### config.mk
export PLATFORM = sky130hd
export DESIGN_NAME = life_engine
export DESIGN_NICKNAME = d
export VERILOG_FILES = /design/src/rtl/life_engine.sv
export SDC_FILE = /design/constraint.sdc
export NUM_CORES = 1
export LEC_CHECK = 0
export BUFFER_PORTS_ARGS = -buffer_cell sky130_fd_sc_hd__clkbuf_2
export CORE_ASPECT_RATIO = 1.5
export CORE_MARGIN = 5
export CORE_UTILIZATION = 48
export DETAILED_ROUTE_END_ITERATION = 8
export GPL_ROUTABILITY_DRIVEN = 1
export GPL_TIMING_DRIVEN = 0
export HOLD_SLACK_MARGIN = 0.15
export PLACE_DENSITY = 0.69
export SLEW_MARGIN = 10
export SYNTH_ARGS = -nofsm -noshare
export SYNTH_HDL_FRONTEND = slang
export SYNTH_SLANG_ARGS = --single-unit
### constraint.sdc
create_clock -name clk -period 9.3 [get_ports clk]
set_clock_uncertainty 0.2 [all_clocks]
set_input_delay 1.86 -clock clk [delete_from_list [all_inputs] [get_ports clk]]
set_output_delay 1.86 -clock clk [all_outputs]
set_load 0.03 [all_outputs]
### src/rtl/life_engine.sv
// Conway's Game of Life engine on a toroidal GRID_SIZE x GRID_SIZE grid.
// One cell is evaluated per cycle into a shadow buffer; the whole new
// generation is committed to the visible grid in a single cycle.
//
// Control handshake: pause is a level, not a valid/ready pair. pause high
// holds the engine in edit mode, and while it is high an updatesignal level
// loads gridupdate into grid on that edge in any state. updatesignal is
// ignored while pause is low. step_done is a one-cycle pulse that coincides
// with the first cycle in which the new grid and generation are visible.
module life_engine #(
  parameter int GRID_SIZE = 8,
  parameter int TICK_DIV  = 1000000
) (
  input  logic                           clk,
  input  logic                           rst_n,
  input  logic                           pause,
  input  logic                           updatesignal,
  input  logic [GRID_SIZE*GRID_SIZE-1:0] gridupdate,
  output logic [GRID_SIZE*GRID_SIZE-1:0] grid,
  output logic [15:0]                    generation,
  output logic                           busy,
  output logic                           step_done
);

  localparam int CELLS = GRID_SIZE * GRID_SIZE;
  localparam int CW    = (GRID_SIZE > 1) ? $clog2(GRID_SIZE) : 1;
  localparam int IW    = (CELLS > 1) ? $clog2(CELLS) : 1;
  localparam int TW    = (TICK_DIV > 1) ? $clog2(TICK_DIV) : 1;
  localparam logic [CW-1:0] COORD_LAST = CW'(GRID_SIZE - 1);
  localparam logic [TW-1:0] TICK_LAST  = TW'(TICK_DIV - 1);

  typedef enum logic [1:0] {
    IDLE    = 2'd0,
    COMPUTE = 2'd1,
    COMMIT  = 2'd2
  } state_t;

  state_t            state;
  logic [TW-1:0]     tick;
  logic [CW-1:0]     cx;
  logic [CW-1:0]     cy;
  logic [CELLS-1:0]  shadow;
  logic [IW-1:0]     cell_idx;
  logic [3:0]        nbr_count;
  logic              next_cell;

  // Linear index of the cell currently being evaluated.
  always_comb begin
    cell_idx = IW'(int'(cx) + int'(cy) * GRID_SIZE);
  end

  // Count live neighbours of (cx,cy) with toroidal wrap, then apply B3/S23.
  always_comb begin
    int nx;
    int ny;
    nx        = 0;
    ny        = 0;
    nbr_count = '0;
    for (int dy = -1; dy <= 1; dy++) begin
      for (int dx = -1; dx <= 1; dx++) begin
        nx = int'(cx) + dx;
        ny = int'(cy) + dy;
        if (nx < 0)               nx = nx + GRID_SIZE;
        else if (nx >= GRID_SIZE) nx = nx - GRID_SIZE;
        if (ny < 0)               ny = ny + GRID_SIZE;
        else if (ny >= GRID_SIZE) ny = ny - GRID_SIZE;
        if ((dx != 0) || (dy != 0)) begin
          nbr_count = nbr_count + {3'b000, grid[IW'(nx + ny * GRID_SIZE)]};
        end
      end
    end
    next_cell = (nbr_count == 4'd3) || (grid[cell_idx] && (nbr_count == 4'd2));
  end

  // Sequencer: tick divider in IDLE, cell sweep in COMPUTE, swap in COMMIT.
  // An edit-mode load is applied last so it overrides a same-cycle commit.
  always_ff @(posedge clk or negedge rst_n) begin
    if (!rst_n) begin
      state      <= IDLE;
      tick       <= '0;
      cx         <= '0;
      cy         <= '0;
      shadow     <= '0;
      grid       <= '0;
      generation <= '0;
      busy       <= 1'b0;
      step_done  <= 1'b0;
    end else begin
      step_done <= 1'b0;
      case (state)
        IDLE: begin
          if (pause) begin
            tick <= '0;
          end else if (tick == TICK_LAST) begin
            tick  <= '0;
            state <= COMPUTE;
            busy  <= 1'b1;
          end else begin
            tick <= tick + 1'b1;
          end
        end
        COMPUTE: begin
          if (pause) begin
            // Abort: the partially filled shadow is simply never committed.
            state <= IDLE;
            busy  <= 1'b0;
            cx    <= '0;
            cy    <= '0;
          end else begin
            shadow[cell_idx] <= next_cell;
            if (cx == COORD_LAST) begin
              cx <= '0;
              if (cy == COORD_LAST) begin
                cy    <= '0;
                state <= COMMIT;
              end else begin
                cy <= cy + 1'b1;
              end
            end else begin
              cx <= cx + 1'b1;
            end
          end
        end
        COMMIT: begin
          grid       <= shadow;
          generation <= generation + 16'd1;
          step_done  <= 1'b1;
          busy       <= 1'b0;
          state      <= IDLE;
        end
        default: begin
          state <= IDLE;
          busy  <= 1'b0;
        end
      endcase
      if (pause && updatesignal) begin
        grid <= gridupdate;
      end
    end
  end

endmodule

==> results of run 1 <==
==> through the flow <==
stage / hold slack, ps / setup slack [ps]
2_1_floorplan: 266 / 2110
3_5_place_dp: 285 / 909
4_1_cts: 296 / 862
6_report: 286 / 818
5_1_grt: 325 / 285
3_3_place_gp: 261 / 1030
==> critical path, delay by kind of cell, from the launching register on <==
kind            cells  cell delay (ps)
flops               1              390
buf+inv             9             1630
mux                 1              250
simple gates        5              790
xor+xnor            2              510
compound gates      5             1280
fa+ha+maj          10             3300
==> cells in the mapped netlist (all sizes together) (4+ instances only) <==
master,count
o21ai,183
a21oi,8
nand4,11
or3,5
o31ai,37
xnor2,23
mux4,37
xor2,8
and3,10
nor2b,5
mux2i,110
nand3,50
mux2,9
a22oi,9
ha,17
buf,33
a31oi,4
dfrtp,174
nor2,35
o41ai,9
inv,21
nor3,32
fa,6
nand2,140
clkbuf,49
==> path summary, 6_finish.rpt <==
| kind | from | endpoint | slack (ps) | depth (start not counted) |
|---|---|---|---|---|
| max in group asynchronous | rst_n | shadow[55]$_DFFE_PN0P_ | 7240 | 2 |
| min | generation[15]$_DFFE_PN0P_ | generation[15]$_DFFE_PN0P_ | 290 | 1 |
| min in group asynchronous | rst_n | tick[0]$_DFFE_PN0P_ | 1020 | 1 |
| min reg2reg | generation[15]$_DFFE_PN0P_ | generation[15]$_DFFE_PN0P_ | 290 | 1 |
| max reg2reg | cx[1]$_DFFE_PN0N_ | shadow[56]$_DFFE_PN0P_ | 820 | 32 |
| max | cx[1]$_DFFE_PN0N_ | shadow[56]$_DFFE_PN0P_ | 820 | 32 |
==> per-layer routing <==
metal,GRT usage [%],vias to the layer above,wire length (um)
li1,-,4302,-
met1,31.3,4658,12500
met2,46.4,405,17200
met3,4.64,81,2100
met4,11.0,0,1110
met5,0,-,0
==> sequential cells by signal, indices dropped and copies added, names as in the netlist <==
name,flops
busy,1
cx,3
cy,3
generation,16
grid,64
shadow,64
state,2
step_done,1
tick,20
==> kinds of logic after synthesis <==
family	Yosys count
flip-flops	174
multiplexers	156
AO/OA/AOI/OAI	273
XOR/XNOR	31
adder cells (fa/ha/maj)	23
other	1
AND/OR/NAND/NOR	312
buffers and inverters	104
==> power by group through the flow <==
stage | Clock, W | Sequential, W | Combinational [W]
CTS | 0.000711 | 0.000862 | 0.00135
detailed placement | 0 | 0.000877 | 0.00134
finish | 0.000699 | 0.000864 | 0.00137
floorplan | 0 | 0.000921 | 0.000851
global route | 0.000740 | 0.000868 | 0.00148
global placement | 0 | 0.000875 | 0.00133
==> layout by cell type, fill, tap and decap left out, types with 6 or more instances in the layout <==
cell       instances
buf_1             10
dfrtp_1          174
mux4_2            37
o21ai_0          178
ha_1              17
and3_1            10
mux2_2             9
clkbuf_16         17
nand2_1          140
o41ai_1            9
a21oi_1            8
nand3_1           50
clkbuf_2         148
nor3_1            32
mux2i_1          110
nand4_1           11
o31ai_1           37
buf_2             15
a22oi_1            9
clkbuf_1          50
xnor2_1           22
xor2_1             8
fa_1               6
nor2_1            34
inv_1             20
==> area by class of cell <==
cell class	count	area [um^2]	area share [%]
sequential	174	4350	35.4
clock buffer	18	429	3.49
inverter	22	83.8	0.682
clock inverter	14	134	1.09
timing repair buffer	151	810	6.59
buffer	82	387	3.15
tap	272	340	2.77
multi-input combinational	797	5750	46.8
==> out/metrics.cfg, run 1 <==
[timing]
grt_setup_unrepaired=false
setup_viol=0
max_clock_freq_mhz=118
relSlewSlack_pct=28.0
finalCritPeriodShare_pct=91.2
setup-tns-final_ps=0
slew_violations=0
worst_slew_pin_slew_ps=1070
finalCriticalPeriod_ps=8480
hold_viol=0

[clock_tree]
clock_path_buffers=2
cts_hold_buffers=0
cts_resized=0
cts_tree=done
clockRootBuffer=clkbuf_16
cts_setup_buffers=0
h-tree-depth=4
cts_sinks=174
clk_latency_ps=450
cts_made_buffers=17
path_clk_slew_ps=60

[power_and_ir_drop]
p_int_w=0.00158
p_seq_share_pct=29.5
p_comb_share_pct=46.7
power_density_nw_per_um2=238
p_leak_nw=5.82
irDropWorstVdd_mv=0.171
clkPwrFrac_pct=23.8
switchingPower_w=0.00136
switching_share_pct=46.2
p_total_w=0.00293

[detailed_routing]
vias_per_cell=6.17
final_antenna_net_count=0
drt-initial-drc-count=717
wl_per_cell_um=21.5
wl_um=32900
vias=9446
drc_errors=0
drtPass1Iterations=5

[setup_path]
crit_type=flip-flop to flip-flop
cp.required_ps=9420
crit_arrival_ps=8600
path_max_fanout=10
slowest_stage=o21ai_1
crit_path_end_kind=flip-flop
max_stage_delay_ps=580
worstSetupStartpointType=flip-flop

[placement]
dp_hpwl_um=25000
place_inst=1498
placed_area_um2=11700
io_buffer_count=149
place.gp.congestion=0.944

[grt]
overflow=0
grt_pass1_vias=9461
grt_pass1_wl_um=52100
grt_start_max_net_pins=89
grt_usage_pct=26.2
antenna_found_initial=0

[logic_synthesis]
avgSynthCellArea_um2=9.84
yosysTopAreaCell=dfrtp_1
synth_xor_area_share_pct=2.64
synthAdderAreaFrac_pct=3.15
yosys.area_share.simple_pct=13.8
synth_area_leaders=dfrtp_1, mux2i_1, o21ai_0, mux4_2, nand2_1
synth_compound_area_share_pct=15.5
seq_area_frac_synth_pct=41.2
async_flop_share_pct=100
ys.flop_type=dfrtp_1
synthMuxAreaShare_pct=19.3
syn_inst=1074
synth_cell_types=66
syn-cell-area_um2=10600
ys_warn_count=0
synth_top_family_by_area=multiplexers
synth_top_area_share_pct=41.2
synth_edf_count=0
synth.ff_latch_count=174

[layout]
finalNetCount=1336
fin_util_pct=56.6
drive_above_1_share_pct=20.8
antennaDiodeCount=0
nFillCells=1959
layout.cells.non_filler=1530
areaGrowthSynthToFinish_pct=16.2
final_area_um2=12300

[flow_run]
drv_cap=0

[floorplan]
die_area_um2=25200
coreArea_um2=21700
start_util_pct=48.7
rows=66
die_w_um=131
ios=150
die_h_um=192

[worst_hold_path]
hold_class=flip-flop to flip-flop

[outcome]
run_status=completed

Note: power is estimated with default switching activity, not from simulation.
==> run 2, diff against run 1 <==
- CORE_UTILIZATION: 48 -> 50
- PLACE_DENSITY: 0.69 -> 0.71
==> out/metrics.cfg, run 2 (same netlist as run 1, synthesis figures left out) <==
[timing]
hold_viol=0
max_clock_freq_mhz=114
slew_violations=0
finalCriticalPeriod_ps=8800
setup-tns-final_ps=0
worst_slew_pin_slew_ps=1020
grt_setup_unrepaired=false
finalCritPeriodShare_pct=94.6
relSlewSlack_pct=31.5
setup_viol=0

[clock_tree]
cts_sinks=174
cts_made_buffers=17
h-tree-depth=4
cts_resized=0
cts_hold_buffers=0
cts_tree=done
clockRootBuffer=clkbuf_16
clock_path_buffers=2
clk_latency_ps=450
cts_setup_buffers=0
path_clk_slew_ps=70

[detailed_routing]
drtPass1Iterations=6
vias=9530
drt-initial-drc-count=722
wl_per_cell_um=21.6
wl_um=32900
drc_errors=0
vias_per_cell=6.25
final_antenna_net_count=0

[worst_hold_path]
hp-start=generation[15]$_DFFE_PN0P_
hold_class=flip-flop to flip-flop
holdPathEnd=generation[15]$_DFFE_PN0P_
hold_path_depth=1

[grt]
grt_pass1_wl_um=51800
antenna_found_initial=0
grt_start_max_net_pins=92
overflow=0
grt_pass1_vias=9504
grt_usage_pct=27.4

[power_and_ir_drop]
p_comb_share_pct=46.3
clkPwrFrac_pct=24.5
irDropWorstVdd_mv=0.240
switching_share_pct=46.3
switchingPower_w=0.00137
p_seq_share_pct=29.2
p_int_w=0.00159
p_leak_nw=5.82
power_density_nw_per_um2=241

[setup_path]
max_stage_delay_ps=660
r2r_start=cx[1]$_DFFE_PN0N_
cp.required_ps=9420
r2r_cells=32
path_max_fanout=10
slowest_stage=o21ai_1
reg2reg_slack_ps=500
crit_arrival_ps=8920
r2r-end=shadow[45]$_DFFE_PN0P_
crit_path_end_kind=flip-flop
crit_type=flip-flop to flip-flop
worstSetupStartpointType=flip-flop

[layout]
areaGrowthSynthToFinish_pct=16.2
final_area_um2=12300
drive_above_1_share_pct=20.8
finalNetCount=1335
final_cell_mix=o21ai_0, dfrtp_1, clkbuf_2
reg_top3=grid (64), shadow (64), tick (20)
mostFrequentLayoutCell=o21ai_0
antennaDiodeCount=0

[flow_run]
drv_cap=0

[floorplan]
die_w_um=129
ios=150
coreArea_um2=20900
rows=65
die_area_um2=24200
die_h_um=188
start_util_pct=50.6

[placement]
placed_area_um2=11700
place.gp.congestion=0.962
dp_hpwl_um=24800
io_buffer_count=149

[outcome]
run_status=completed

-- run 2: cell types whose count changed in the layout (fill, tap and decap cells not counted) --
cell        delta
inv_8          +2
clkbuf_8       +1
clkbuf_1       -1
clkinv_2       -2
inv_6          -1
clkinv_8       +1
buf_16         -1
clkinvlp_4     +1
clkinv_4       -1
-- run 2: through the flow --
step | cells | util (%) | power (W) | hold WS [ps] | setup slack (ps)
floorplan | 1075 | - | 0.00177 | 266 | 2110
global placement | 1492 | 55.8 | 0.00218 | 263 | 849
detailed placement | 1493 | 55.9 | 0.00220 | 262 | 708
CTS | 1525 | 58.8 | 0.00293 | 274 | 677
global route | 1525 | 58.8 | 0.00309 | 294 | 198
finish | 1525 | 58.8 | 0.00296 | 269 | 504
-- run 2: power groups by stage --
stage	sequential (W)	combinational, W	clock [W]
3_5_place_dp	0.000876	0.00133	0
6_report	0.000864	0.00137	0.000724
4_1_cts	0.000862	0.00134	0.000734
2_1_floorplan	0.000921	0.000851	0
5_1_grt	0.000869	0.00146	0.000763
3_3_place_gp	0.000876	0.00130	0
-- run 2: area by class of cell --
cell class | count | area, um^2
fill | 1858 | 8620
multi-input combinational | 797 | 5750
sequential | 174 | 4350
timing repair buffer | 150 | 782
clock buffer | 18 | 439
buffer | 82 | 387
tap | 268 | 335
clock inverter | 14 | 153
inverter | 22 | 83.8
-- run 2: critical path: cells and delay by family, from the launching register on --
kind / cells / cell delay, ps
compound gates: 5 / 1410
xor+xnor: 2 / 530
fa+ha+maj: 10 / 3400
buf+inv: 9 / 1630
flops: 1 / 390
mux: 1 / 310
simple gates: 5 / 790
-- run 2: layer usage --
layer	vias up	wire, um	global-route usage [%]	part of all wire (%)
met3	83	2050	5.04	6.2
met1	4713	12600	33.5	38
met5	-	0	0	0
met4	0	1140	9.98	3.5
met2	442	17100	47.6	52
li1	4292	-	-	-
-- run 2: worst max path at each step --
stage,slack (ps),end,start
4_1_cts,680,shadow[45]$_DFFE_PN0P_,cx[1]$_DFFE_PN0N_
6_report,500,shadow[45]$_DFFE_PN0P_,cx[1]$_DFFE_PN0N_
2_1_floorplan,2110,shadow[34]$_DFFE_PN0P_,cx[0]$_DFFE_PN0N_
3_3_place_gp,850,shadow[45]$_DFFE_PN0P_,cx[1]$_DFFE_PN0N_
5_1_grt,200,shadow[57]$_DFFE_PN0P_,cx[1]$_DFFE_PN0N_
3_5_place_dp,710,shadow[45]$_DFFE_PN0P_,cx[1]$_DFFE_PN0N_
